`src/rtl/oam_dma_arbiter.sv`:
```
// oam_dma_arbiter: CPU/RAM bus controller with a 256-byte OAM DMA engine.
// A CPU write to DMA_REG_ADDR halts the CPU and copies RAM page {page,00..FF}
// into the PPU OAM data port, then hands the bus back to the CPU.
//
// Ports:
//   clk, rst_n      clock, async active-low reset
//   cpu_addr/wdata  CPU address / write data
//   cpu_rw_n        1 = read, 0 = write
//   cpu_cs_n        0 = CPU access this cycle
//   cpu_rdata       read data to CPU (mem_rdata)
//   cpu_rdy         1 = CPU may proceed, 0 = CPU halted
//   mem_addr/wdata  RAM address / write data
//   mem_rw_n        RAM read/write select
//   mem_cs_n        RAM chip select, active-low
//   mem_rdata       RAM read data
//   oam_wdata       byte to OAM data port
//   oam_we          single-cycle OAM write strobe
//   dma_busy        1 while the DMA owns the bus

module oam_dma_arbiter #(
    parameter logic [15:0] DMA_REG_ADDR = 16'h4014
) (
    input  logic        clk,
    input  logic        rst_n,
    input  logic [15:0] cpu_addr,
    input  logic [7:0]  cpu_wdata,
    input  logic        cpu_rw_n,
    input  logic        cpu_cs_n,
    output logic [7:0]  cpu_rdata,
    output logic        cpu_rdy,
    output logic [15:0] mem_addr,
    output logic [7:0]  mem_wdata,
    output logic        mem_rw_n,
    output logic        mem_cs_n,
    input  logic [7:0]  mem_rdata,
    output logic [7:0]  oam_wdata,
    output logic        oam_we,
    output logic        dma_busy
);

    typedef enum logic [2:0] {
        S_IDLE,
        S_HALT,
        S_ALIGN,
        S_READ,
        S_WRITE
    } state_t;

    state_t      r_state;
    state_t      w_next;
    logic [7:0]  r_page;
    logic [7:0]  r_idx;
    logic [7:0]  r_oam_wdata;
    logic        r_oam_we;
    logic        r_cyc_odd;
    logic        w_trig;
    logic        w_last;

    assign w_trig = !cpu_cs_n && !cpu_rw_n && (cpu_addr == DMA_REG_ADDR);
    assign w_last = (r_idx == 8'hFF);

    always_comb begin
        w_next    = r_state;
        cpu_rdy   = 1'b0;
        mem_addr  = {r_page, r_idx};
        mem_wdata = cpu_wdata;
        mem_rw_n  = 1'b1;
        mem_cs_n  = 1'b1;
        case (r_state)
            S_IDLE: begin
                cpu_rdy  = 1'b1;
                mem_addr = cpu_addr;
                mem_rw_n = cpu_rw_n;
                mem_cs_n = cpu_cs_n;
                // The DMA register is not backed by RAM.
                if (w_trig) begin
                    mem_cs_n = 1'b1;
                    w_next   = S_HALT;
                end
            end
            // Reads must land on even cycles; burn one more if needed.
            S_HALT:  w_next = r_cyc_odd ? S_READ : S_ALIGN;
            S_ALIGN: w_next = S_READ;
            S_READ: begin
                mem_cs_n = 1'b0;
                w_next   = S_WRITE;
            end
            S_WRITE: w_next = w_last ? S_IDLE : S_READ;
            default: w_next = S_IDLE;
        endcase
        if (!rst_n) begin
            mem_cs_n = 1'b1;
        end
    end

    always_ff @(posedge clk or negedge rst_n) begin
        if (!rst_n) begin
            r_state     <= S_IDLE;
            r_page      <= 8'h00;
            r_idx       <= 8'h00;
            r_oam_wdata <= 8'h00;
            r_oam_we    <= 1'b0;
            r_cyc_odd   <= 1'b0;
        end else begin
            r_state   <= w_next;
            r_cyc_odd <= !r_cyc_odd;
            r_oam_we  <= 1'b0;
            if (r_state == S_IDLE && w_trig) begin
                r_page <= cpu_wdata;
                r_idx  <= 8'h00;
            end
            // RAM data from the previous READ is valid now.
            if (r_state == S_WRITE) begin
                r_oam_wdata <= mem_rdata;
                r_oam_we    <= 1'b1;
                r_idx       <= r_idx + 8'd1;
            end
        end
    end

    assign cpu_rdata = mem_rdata;
    assign oam_wdata = r_oam_wdata;
    assign oam_we    = r_oam_we;
    assign dma_busy  = !cpu_rdy;

endmodule
```
`config.mk`:
```
export PLATFORM = sky130hd
export DESIGN_NAME = oam_dma_arbiter
export DESIGN_NICKNAME = d
export VERILOG_FILES = /design/src/rtl/oam_dma_arbiter.sv
export SDC_FILE = /design/constraint.sdc
export NUM_CORES = 1
export LEC_CHECK = 0
export BUFFER_PORTS_ARGS = -buffer_cell sky130_fd_sc_hd__buf_2
export CORE_MARGIN = 2
export CORE_UTILIZATION = 43
export CTS_BUF_LIST = sky130_fd_sc_hd__clkbuf_2 sky130_fd_sc_hd__clkbuf_4 sky130_fd_sc_hd__clkbuf_8
export CTS_CLUSTER_DIAMETER = 80
export DETAILED_ROUTE_END_ITERATION = 8
export PLACE_DENSITY = 0.79
export SLEW_MARGIN = 15
export SYNTH_ARGS = -nofsm -noshare
export SYNTH_HDL_FRONTEND = slang
export SYNTH_SLANG_ARGS = --single-unit
```
`constraint.sdc`:
```
create_clock -name clk -period 2.1 [get_ports clk]
set_clock_uncertainty 0.1 [all_clocks]
set_input_delay 0.525 -clock clk [delete_from_list [all_inputs] [get_ports clk]]
set_output_delay 0.525 -clock clk [all_outputs]
set_load 0.01 [all_outputs]
```
==> results of run 1 <==
## where the power goes
| group | internal, mW | total [mW] | switching [mW] |
|---|---|---|---|
| combinational | 0.911 | 1.78 | 0.871 |
| clock | 0.272 | 0.481 | 0.208 |
| sequential | 0.693 | 0.789 | 0.0962 |
| total | 1.88 | 3.05 | 1.18 |
## stage by stage
step | instance area [µm²] | TNS, ns | hold WS [ns]
3_5_place_dp | 2080 | -1.32 | 0.258
3_3_place_gp | 2080 | -0.868 | 0.255
4_1_cts | 2430 | -3.02 | 0.233
6_report | 2550 | -4.02 | 0.204
5_1_grt | 2550 | -4.50 | 0.255
2_1_floorplan | 1650 | 0 | 0.129
## timing repair
| action | CTS | global route |
|---|---|---|
| setup endpoints to repair | 18 | 25 |
| buffers inserted | 7 | 3 |
| endpoints found under the hold margin | 3 | 0 |
| pin swaps | 9 | 3 |
| hold buffers | 1 | 0 |
| gates cloned | 1 | 0 |
| gates resized for setup | 39 | 20 |
## final timing paths
path,end,slack (ns),cells past startpoint
setup reg to reg,r_page[2],0.04,6
hold reg to reg,r_cyc_odd,0.30,1
min in group clk,r_cyc_odd,0.30,1
hold / removal,r_idx[6],0.20,2
max in group asynchronous,r_page[3],1.15,2
setup / recovery,mem_addr[14],-0.26,4
## cells in the mapped netlist
master,number
a21oi_1,1
nor4b_1,2
or4_1,2
mux2_4,2
nor3_1,1
nand2b_1,1
inv_1,3
o21bai_1,1
inv_4,1
dfrtp_1,29
buf_2,3
nor2b_1,2
o211ai_1,1
or3_1,1
buf_4,17
a21boi_0,1
o22ai_1,1
nor4bb_1,1
nor3_4,1
o2111ai_1,1
nor2_1,6
o31ai_1,2
nand3_1,5
xor2_1,1
nand2_1,58
buf_6,1
o311a_1,1
ha_1,1
o21ai_0,6
nor4_1,2
nor3_2,1
mux2_2,15
or3b_1,1
or3_4,1
xnor2_1,2
clkbuf_1,1
nor3b_1,1
## sequential cells by signal (all words and copies together) (netlist names)
name / cells
r_cyc_odd: 1
r_state: 3
oam_we: 1
oam_wdata: 8
r_page: 8
r_idx: 8
## cells by family after synthesis
kind of cell             after synthesis
AND/OR/NAND/NOR                       86
buffers and inverters                 26
XOR/XNOR                               3
AO/OA/AOI/OAI                         15
flip-flops                            29
multiplexers                          17
adder cells (fa/ha/maj)                1
## worst max-delay path: stages, from the launching register on
cell and delay [ns]:
dfrtp_1 0.39, or3_4 0.47, inv_8 0.13, mux2_4 0.32, buf_6 0.13
## area by class of cell
class	instances	area (µm²)
Inverter	4	22.5
Timing Repair Buffer	109	767
Sequential cell	29	726
Clock buffer	7	90.1
Fill cell	278	1110
Timing Repair inverter	1	8.76
Multi-Input combinational cell	122	878
Tap cell	48	60.1
## layer usage
layer	routed length (µm)	GRT usage (%)	part of all wire [%]
met1	2170	27.0	40
met5	0	0	0
met2	2610	42.6	48
met4	217	10.2	4.0
met3	433	4.79	8.0
==> run_summary.xml, run 1 <==
<?xml version="1.0" encoding="UTF-8"?>
<metrics>
  <group name="floorplanning">
    <metric name="design.core.area" unit="mm²">0.00366</metric>
    <metric name="std_cell_rows" unit="">22</metric>
    <metric name="floorplan.die_area" unit="mm²">0.00433</metric>
    <metric name="pin_count" unit="">81</metric>
    <metric name="die_y" unit="µm">65.8</metric>
    <metric name="initial_utilization" unit="%">44.8</metric>
    <metric name="die-width" unit="µm">65.8</metric>
  </group>
  <group name="synthesis">
    <metric name="area_share_of_and_or_nand_nor_cells_after_synthesis" unit="%">24.6</metric>
    <metric name="synth.largest_area_cell" unit="">dfrtp_1</metric>
    <metric name="synth_top_family_by_area" unit="">simple AND/OR/NAND/NOR gates</metric>
    <metric name="syn_std_cell_area" unit="mm²">0.00164</metric>
    <metric name="post_synth_inst_count" unit="">177</metric>
    <metric name="syn_area_per_cell" unit="µm²">9.27</metric>
    <metric name="post_synthesis_adder_cell_area_fraction" unit="%">0.763</metric>
    <metric name="synthMuxAreaShare" unit="%">12.1</metric>
    <metric name="synth_seq_area_share" unit="%">44.2</metric>
    <metric name="synth_compound_area_share" unit="%">5.95</metric>
    <metric name="synth.net_count" unit="">214</metric>
    <metric name="ys_seq_elements" unit="">29</metric>
    <metric name="synth_xor_xnor_area_share" unit="%">1.60</metric>
    <metric name="main_area_contributors_after_synthesis" unit="">dfrtp_1, nand2_1, mux2_2</metric>
    <metric name="synth.lib_cells_used.distinct" unit="">37</metric>
    <metric name="synth_top_area_share" unit="%">44.2</metric>
    <metric name="yosys_warnings" unit="">0</metric>
  </group>
  <group name="cells_and_area">
    <metric name="layout.cells.non_filler" unit="">320</metric>
    <metric name="final_core_util" unit="%">69.7</metric>
    <metric name="ant_diodes" unit="">0</metric>
    <metric name="top_library_cells_by_usage_in_the_layout_fill_and_taps_aside" unit="">buf_2, nand2_1, dfrtp_1</metric>
    <metric name="post_route_cells_drive_above_1_share" unit="%">56.6</metric>
    <metric name="finalNetCount" unit="">309</metric>
    <metric name="synthToLayoutAreaGrowth" unit="%">55.6</metric>
    <metric name="final_common_cell" unit="">buf_2</metric>
  </group>
  <group name="detailed_routing">
    <metric name="totalWireLength" unit="µm">5430</metric>
    <metric name="drc" unit="">0</metric>
    <metric name="first_pass_drt_iterations" unit="">4</metric>
    <metric name="detailroute.via_count" unit="">1665</metric>
    <metric name="viasPerCell" unit="">5.20</metric>
    <metric name="ant_nets" unit="">0</metric>
    <metric name="post_drt_wl_per_cell" unit="µm">17.0</metric>
    <metric name="drt_iter0_markers" unit="">48</metric>
  </group>
  <group name="power_and_ir_drop">
    <metric name="power_per_cell_area" unit="mW/mm²">1200</metric>
    <metric name="ir_drop" unit="mV">0.674</metric>
    <metric name="power.static_leakage" unit="nW">1.35</metric>
    <metric name="post-layout-total-power" unit="mW">3.05</metric>
  </group>
  <group name="grt">
    <metric name="grt-ovfl-total" unit="">0</metric>
    <metric name="gr-usage-all-layers" unit="%">23.7</metric>
    <metric name="grt_pass1_wl" unit="µm">7710</metric>
    <metric name="grt_start_max_net_pins" unit="">27</metric>
    <metric name="antenna_found_initial" unit="">0</metric>
    <metric name="grt_pass1_vias" unit="">1672</metric>
  </group>
  <group name="min_path">
    <metric name="hp-class" unit="">in -&gt; async</metric>
  </group>
  <group name="setup_path">
    <metric name="timing_worst_setup_path_type" unit="">reg -&gt; out</metric>
    <metric name="setup.worst_path.start" unit="">r_state[2]</metric>
    <metric name="r2r_start" unit="">r_state[2]</metric>
    <metric name="worst_setup_path_end_kind" unit="">output port</metric>
    <metric name="worst_ep_required_time" unit="ns">1.47</metric>
    <metric name="worst-path-max-fanout" unit="">7</metric>
    <metric name="setup.worst_path.start_class" unit="">register</metric>
    <metric name="worst-endpoint-arrival" unit="ns">1.73</metric>
  </group>
  <group name="sta">
    <metric name="final_count_of_hold_timing_violations" unit="">0</metric>
    <metric name="max-slew-margin-rel" unit="%">78.2</metric>
    <metric name="post-route-period-util" unit="%">112</metric>
    <metric name="setup_repair_after_global_routing_missed_its_margin" unit="">true</metric>
    <metric name="setup_viol_count_final" unit="">20</metric>
    <metric name="period_minus_slack" unit="ns">2.36</metric>
    <metric name="clock.fmax" unit="MHz">425</metric>
    <metric name="setup_slack_of_the_critical_path_after_layout" unit="ns">-0.255</metric>
    <metric name="transition_at_the_pin_with_the_smallest_max_transition_slack" unit="ns">0.327</metric>
    <metric name="slew_violations" unit="">0</metric>
  </group>
  <group name="run_status">
    <metric name="violated_checks" unit="">setup timing</metric>
    <metric name="run_status" unit="">finished with violations</metric>
  </group>
  <group name="cts">
    <metric name="numCtsBuffers" unit="">5</metric>
    <metric name="clock_tree.htree_level_count" unit="">2</metric>
    <metric name="cts_max_path_buffers" unit="">2</metric>
    <metric name="clkSlewWorstSetupHoldPaths" unit="ns">0.07</metric>
    <metric name="cts_tree" unit="">yes</metric>
    <metric name="cts_num_sinks" unit="">29</metric>
    <metric name="worst_skew_pair.late_latency" unit="ns">0.29</metric>
    <metric name="root_buffer" unit="">clkbuf_8</metric>
  </group>
  <group name="job">
    <metric name="drv.max_cap_violation_count" unit="">0</metric>
  </group>
  <group name="place">
    <metric name="placer_congestion" unit="">0.790</metric>
    <metric name="post-place-cells" unit="">301</metric>
    <metric name="pre_cts_ws" unit="ns">-0.281</metric>
    <metric name="place.port_buffers" unit="">80</metric>
    <metric name="placed_wire_length_estimate_after_detailed_placement" unit="µm">2970</metric>
  </group>
</metrics>
(Power assumes the default switching activity.)
==> run 2, diff against run 1 <==
--- a/config.mk
+++ b/config.mk
@@ -7,11 +7,10 @@
 export LEC_CHECK = 0
 export BUFFER_PORTS_ARGS = -buffer_cell sky130_fd_sc_hd__buf_2
 export CORE_MARGIN = 2
-export CORE_UTILIZATION = 43
-export CTS_BUF_LIST = sky130_fd_sc_hd__clkbuf_2 sky130_fd_sc_hd__clkbuf_4 sky130_fd_sc_hd__clkbuf_8
+export CORE_UTILIZATION = 41
 export CTS_CLUSTER_DIAMETER = 80
 export DETAILED_ROUTE_END_ITERATION = 8
-export PLACE_DENSITY = 0.79
+export PLACE_DENSITY = 0.76
 export SLEW_MARGIN = 15
 export SYNTH_ARGS = -nofsm -noshare
 export SYNTH_HDL_FRONTEND = slang
==> run_summary.xml, run 2 (same netlist as run 1, synthesis figures left out) <==
<?xml version="1.0" encoding="UTF-8"?>
<metrics>
  <group name="detailed_routing">
    <metric name="first_pass_drt_iterations" unit="">4</metric>
    <metric name="viasPerCell" unit="">5.00</metric>
    <metric name="drc" unit="">0</metric>
    <metric name="post_drt_wl_per_cell" unit="µm">13.9</metric>
    <metric name="detailroute.via_count" unit="">1574</metric>
    <metric name="totalWireLength" unit="µm">4370</metric>
    <metric name="ant_nets" unit="">0</metric>
    <metric name="drt_iter0_markers" unit="">69</metric>
  </group>
  <group name="setup_path">
    <metric name="timing.critical_path.cells" unit="">or3_4 -&gt; buf_8 -&gt; mux2_2 -&gt; buf_6</metric>
    <metric name="setup.worst_path.start_class" unit="">register</metric>
    <metric name="critical_path.slowest_cell" unit="">or3_4</metric>
    <metric name="critical-path-max-stage-delay" unit="ns">0.46</metric>
    <metric name="worst_ep_required_time" unit="ns">1.47</metric>
    <metric name="timing_worst_setup_path_type" unit="">reg -&gt; out</metric>
    <metric name="worst-r2r-setup-slack" unit="ns">0.02</metric>
    <metric name="crit-reg2reg-capture" unit="">r_page[1]</metric>
    <metric name="r2r_cells" unit="">6</metric>
    <metric name="worst-path-max-fanout" unit="">7</metric>
    <metric name="worst_setup_path_end_kind" unit="">output port</metric>
    <metric name="worst-endpoint-arrival" unit="ns">1.70</metric>
    <metric name="r2r_start" unit="">r_state[1]</metric>
  </group>
  <group name="sta">
    <metric name="setup_repair_after_global_routing_missed_its_margin" unit="">true</metric>
    <metric name="setup_viol_count_final" unit="">20</metric>
    <metric name="clock.fmax" unit="MHz">431</metric>
    <metric name="final_count_of_hold_timing_violations" unit="">0</metric>
    <metric name="post-route-period-util" unit="%">111</metric>
    <metric name="slew_violations" unit="">0</metric>
    <metric name="setup_slack_of_the_critical_path_after_layout" unit="ns">-0.223</metric>
    <metric name="max-slew-margin-rel" unit="%">75.3</metric>
    <metric name="period_minus_slack" unit="ns">2.32</metric>
    <metric name="transition_at_the_pin_with_the_smallest_max_transition_slack" unit="ns">0.370</metric>
  </group>
  <group name="grt">
    <metric name="grt_start_max_net_pins" unit="">30</metric>
    <metric name="grt_pass1_wl" unit="µm">6760</metric>
    <metric name="grt-ovfl-total" unit="">0</metric>
    <metric name="grt_pass1_vias" unit="">1450</metric>
    <metric name="gr-usage-all-layers" unit="%">20.4</metric>
    <metric name="antenna_found_initial" unit="">0</metric>
  </group>
  <group name="place">
    <metric name="placed_wire_length_estimate_after_detailed_placement" unit="µm">2840</metric>
    <metric name="placer_congestion" unit="">0.791</metric>
    <metric name="pre_cts_ws" unit="ns">-0.319</metric>
    <metric name="place.port_buffers" unit="">80</metric>
  </group>
  <group name="floorplanning">
    <metric name="die_y" unit="µm">67.3</metric>
    <metric name="floorplan.die_area" unit="mm²">0.00452</metric>
    <metric name="die-width" unit="µm">67.3</metric>
    <metric name="design.core.area" unit="mm²">0.00374</metric>
    <metric name="std_cell_rows" unit="">22</metric>
    <metric name="initial_utilization" unit="%">43.8</metric>
    <metric name="pin_count" unit="">81</metric>
  </group>
  <group name="cells_and_area">
    <metric name="final_common_cell" unit="">buf_2</metric>
    <metric name="finalNetCount" unit="">303</metric>
    <metric name="synthToLayoutAreaGrowth" unit="%">46.2</metric>
    <metric name="final_core_util" unit="%">64.1</metric>
    <metric name="ant_diodes" unit="">0</metric>
    <metric name="top_library_cells_by_usage_in_the_layout_fill_and_taps_aside" unit="">buf_2, nand2_1, dfrtp_1</metric>
    <metric name="post_route_cells_drive_above_1_share" unit="%">53.2</metric>
  </group>
  <group name="cts">
    <metric name="cts_max_path_buffers" unit="">2</metric>
    <metric name="numCtsBuffers" unit="">5</metric>
    <metric name="clkSlewWorstSetupHoldPaths" unit="ns">0.06</metric>
    <metric name="root_buffer" unit="">clkbuf_8</metric>
    <metric name="holdBufCountCts" unit="">0</metric>
    <metric name="cts_num_sinks" unit="">29</metric>
    <metric name="cts_tree" unit="">yes</metric>
    <metric name="worst_skew_pair.late_latency" unit="ns">0.28</metric>
    <metric name="clock_tree.htree_level_count" unit="">2</metric>
  </group>
  <group name="power_and_ir_drop">
    <metric name="power_report.internal_total" unit="mW">1.77</metric>
    <metric name="total_switching_power" unit="mW">1.05</metric>
    <metric name="pwr-share-seq" unit="%">27.7</metric>
    <metric name="power_per_cell_area" unit="mW/mm²">1180</metric>
    <metric name="ir_drop" unit="mV">0.707</metric>
    <metric name="post-layout-total-power" unit="mW">2.82</metric>
    <metric name="clock_power_share" unit="%">17.8</metric>
    <metric name="power.static_leakage" unit="nW">1.29</metric>
    <metric name="power_switching_share" unit="%">37.2</metric>
    <metric name="power.share.combinational" unit="%">54.6</metric>
  </group>
  <group name="run_status">
    <metric name="violated_checks" unit="">setup timing</metric>
    <metric name="run_status" unit="">finished with violations</metric>
  </group>
  <group name="min_path">
    <metric name="hp-class" unit="">in -&gt; async</metric>
  </group>
  <group name="job">
    <metric name="drv.max_cap_violation_count" unit="">0</metric>
  </group>
</metrics>
[run 2: layout make-up]
class                           count  area, µm²
Timing Repair Buffer              103        667
Multi-Input combinational cell    122        816
Timing Repair inverter              1       6.26
Clock buffer                        7       96.3
Tap cell                           48       60.1
Fill cell                         288       1350
Clock inverter                      1       5.00
Inverter                            4       22.5
Sequential cell                    29        726
[run 2: metal layers]
layer / routed length (µm) / vias to the layer above / part of all wire, % / GRT usage (%)
met1: 1790 / 725 / 41 / 24.7
met4: 69 / 0 / 1.6 / 9.44
met3: 447 / 6 / 10 / 4.83
met2: 2070 / 86 / 47 / 34.4
li1: - / 757 / - / -
met5: 0 / - / 0 / 0
[run 2: power groups by stage]
stage	Sequential, mW	Clock, mW	Combinational, mW
2_1_floorplan	0.834	0	0.688
3_5_place_dp	0.778	0	1.19
3_3_place_gp	0.782	0	1.17
5_1_grt	0.800	0.543	1.69
6_report	0.780	0.500	1.54
4_1_cts	0.779	0.516	1.49
[run 2: worst max-delay path by stage]
stage | start | endpoint | slack, ns | cells past startpoint
floorplan | r_state[1] | mem_cs_n | 0.03 | 6
finish | r_state[1] | mem_addr[15] | -0.22 | 4
global placement | cpu_addr[9] | mem_cs_n | -0.27 | 7
CTS | cpu_addr[15] | mem_cs_n | -0.21 | 7
global route | r_state[1] | mem_addr[15] | -0.26 | 4
detailed placement | cpu_addr[9] | mem_cs_n | -0.32 | 7
[run 2: what timing repair did]
item,CTS,global route
pin swaps,7,3
resized for setup,32,5
setup buffers,5,1
endpoints found under the setup margin,19,20
gates cloned,1,0
[run 2: worst max-delay path, delay by kind of cell (launching register included)]
family,cells,cell delay [ns]
buffers and inverters,2,0.29
flip-flops,1,0.38
multiplexers,1,0.29
AND/OR/NAND/NOR,1,0.46
[run 2: stage by stage]
| stage | instance area (µm²) | cells | setup TNS, ns | hold slack (ns) |
|---|---|---|---|---|
| after CTS | 2370 | 314 | -3.05 | 0.218 |
| final | 2400 | 315 | -3.15 | 0.221 |
| after detailed placement | 2070 | 300 | -1.44 | 0.302 |
| after global routing | 2400 | 315 | -4.08 | 0.257 |
| after floorplan | 1650 | 177 | 0 | 0.129 |
| after global placement | 2070 | 300 | -0.778 | 0.294 |
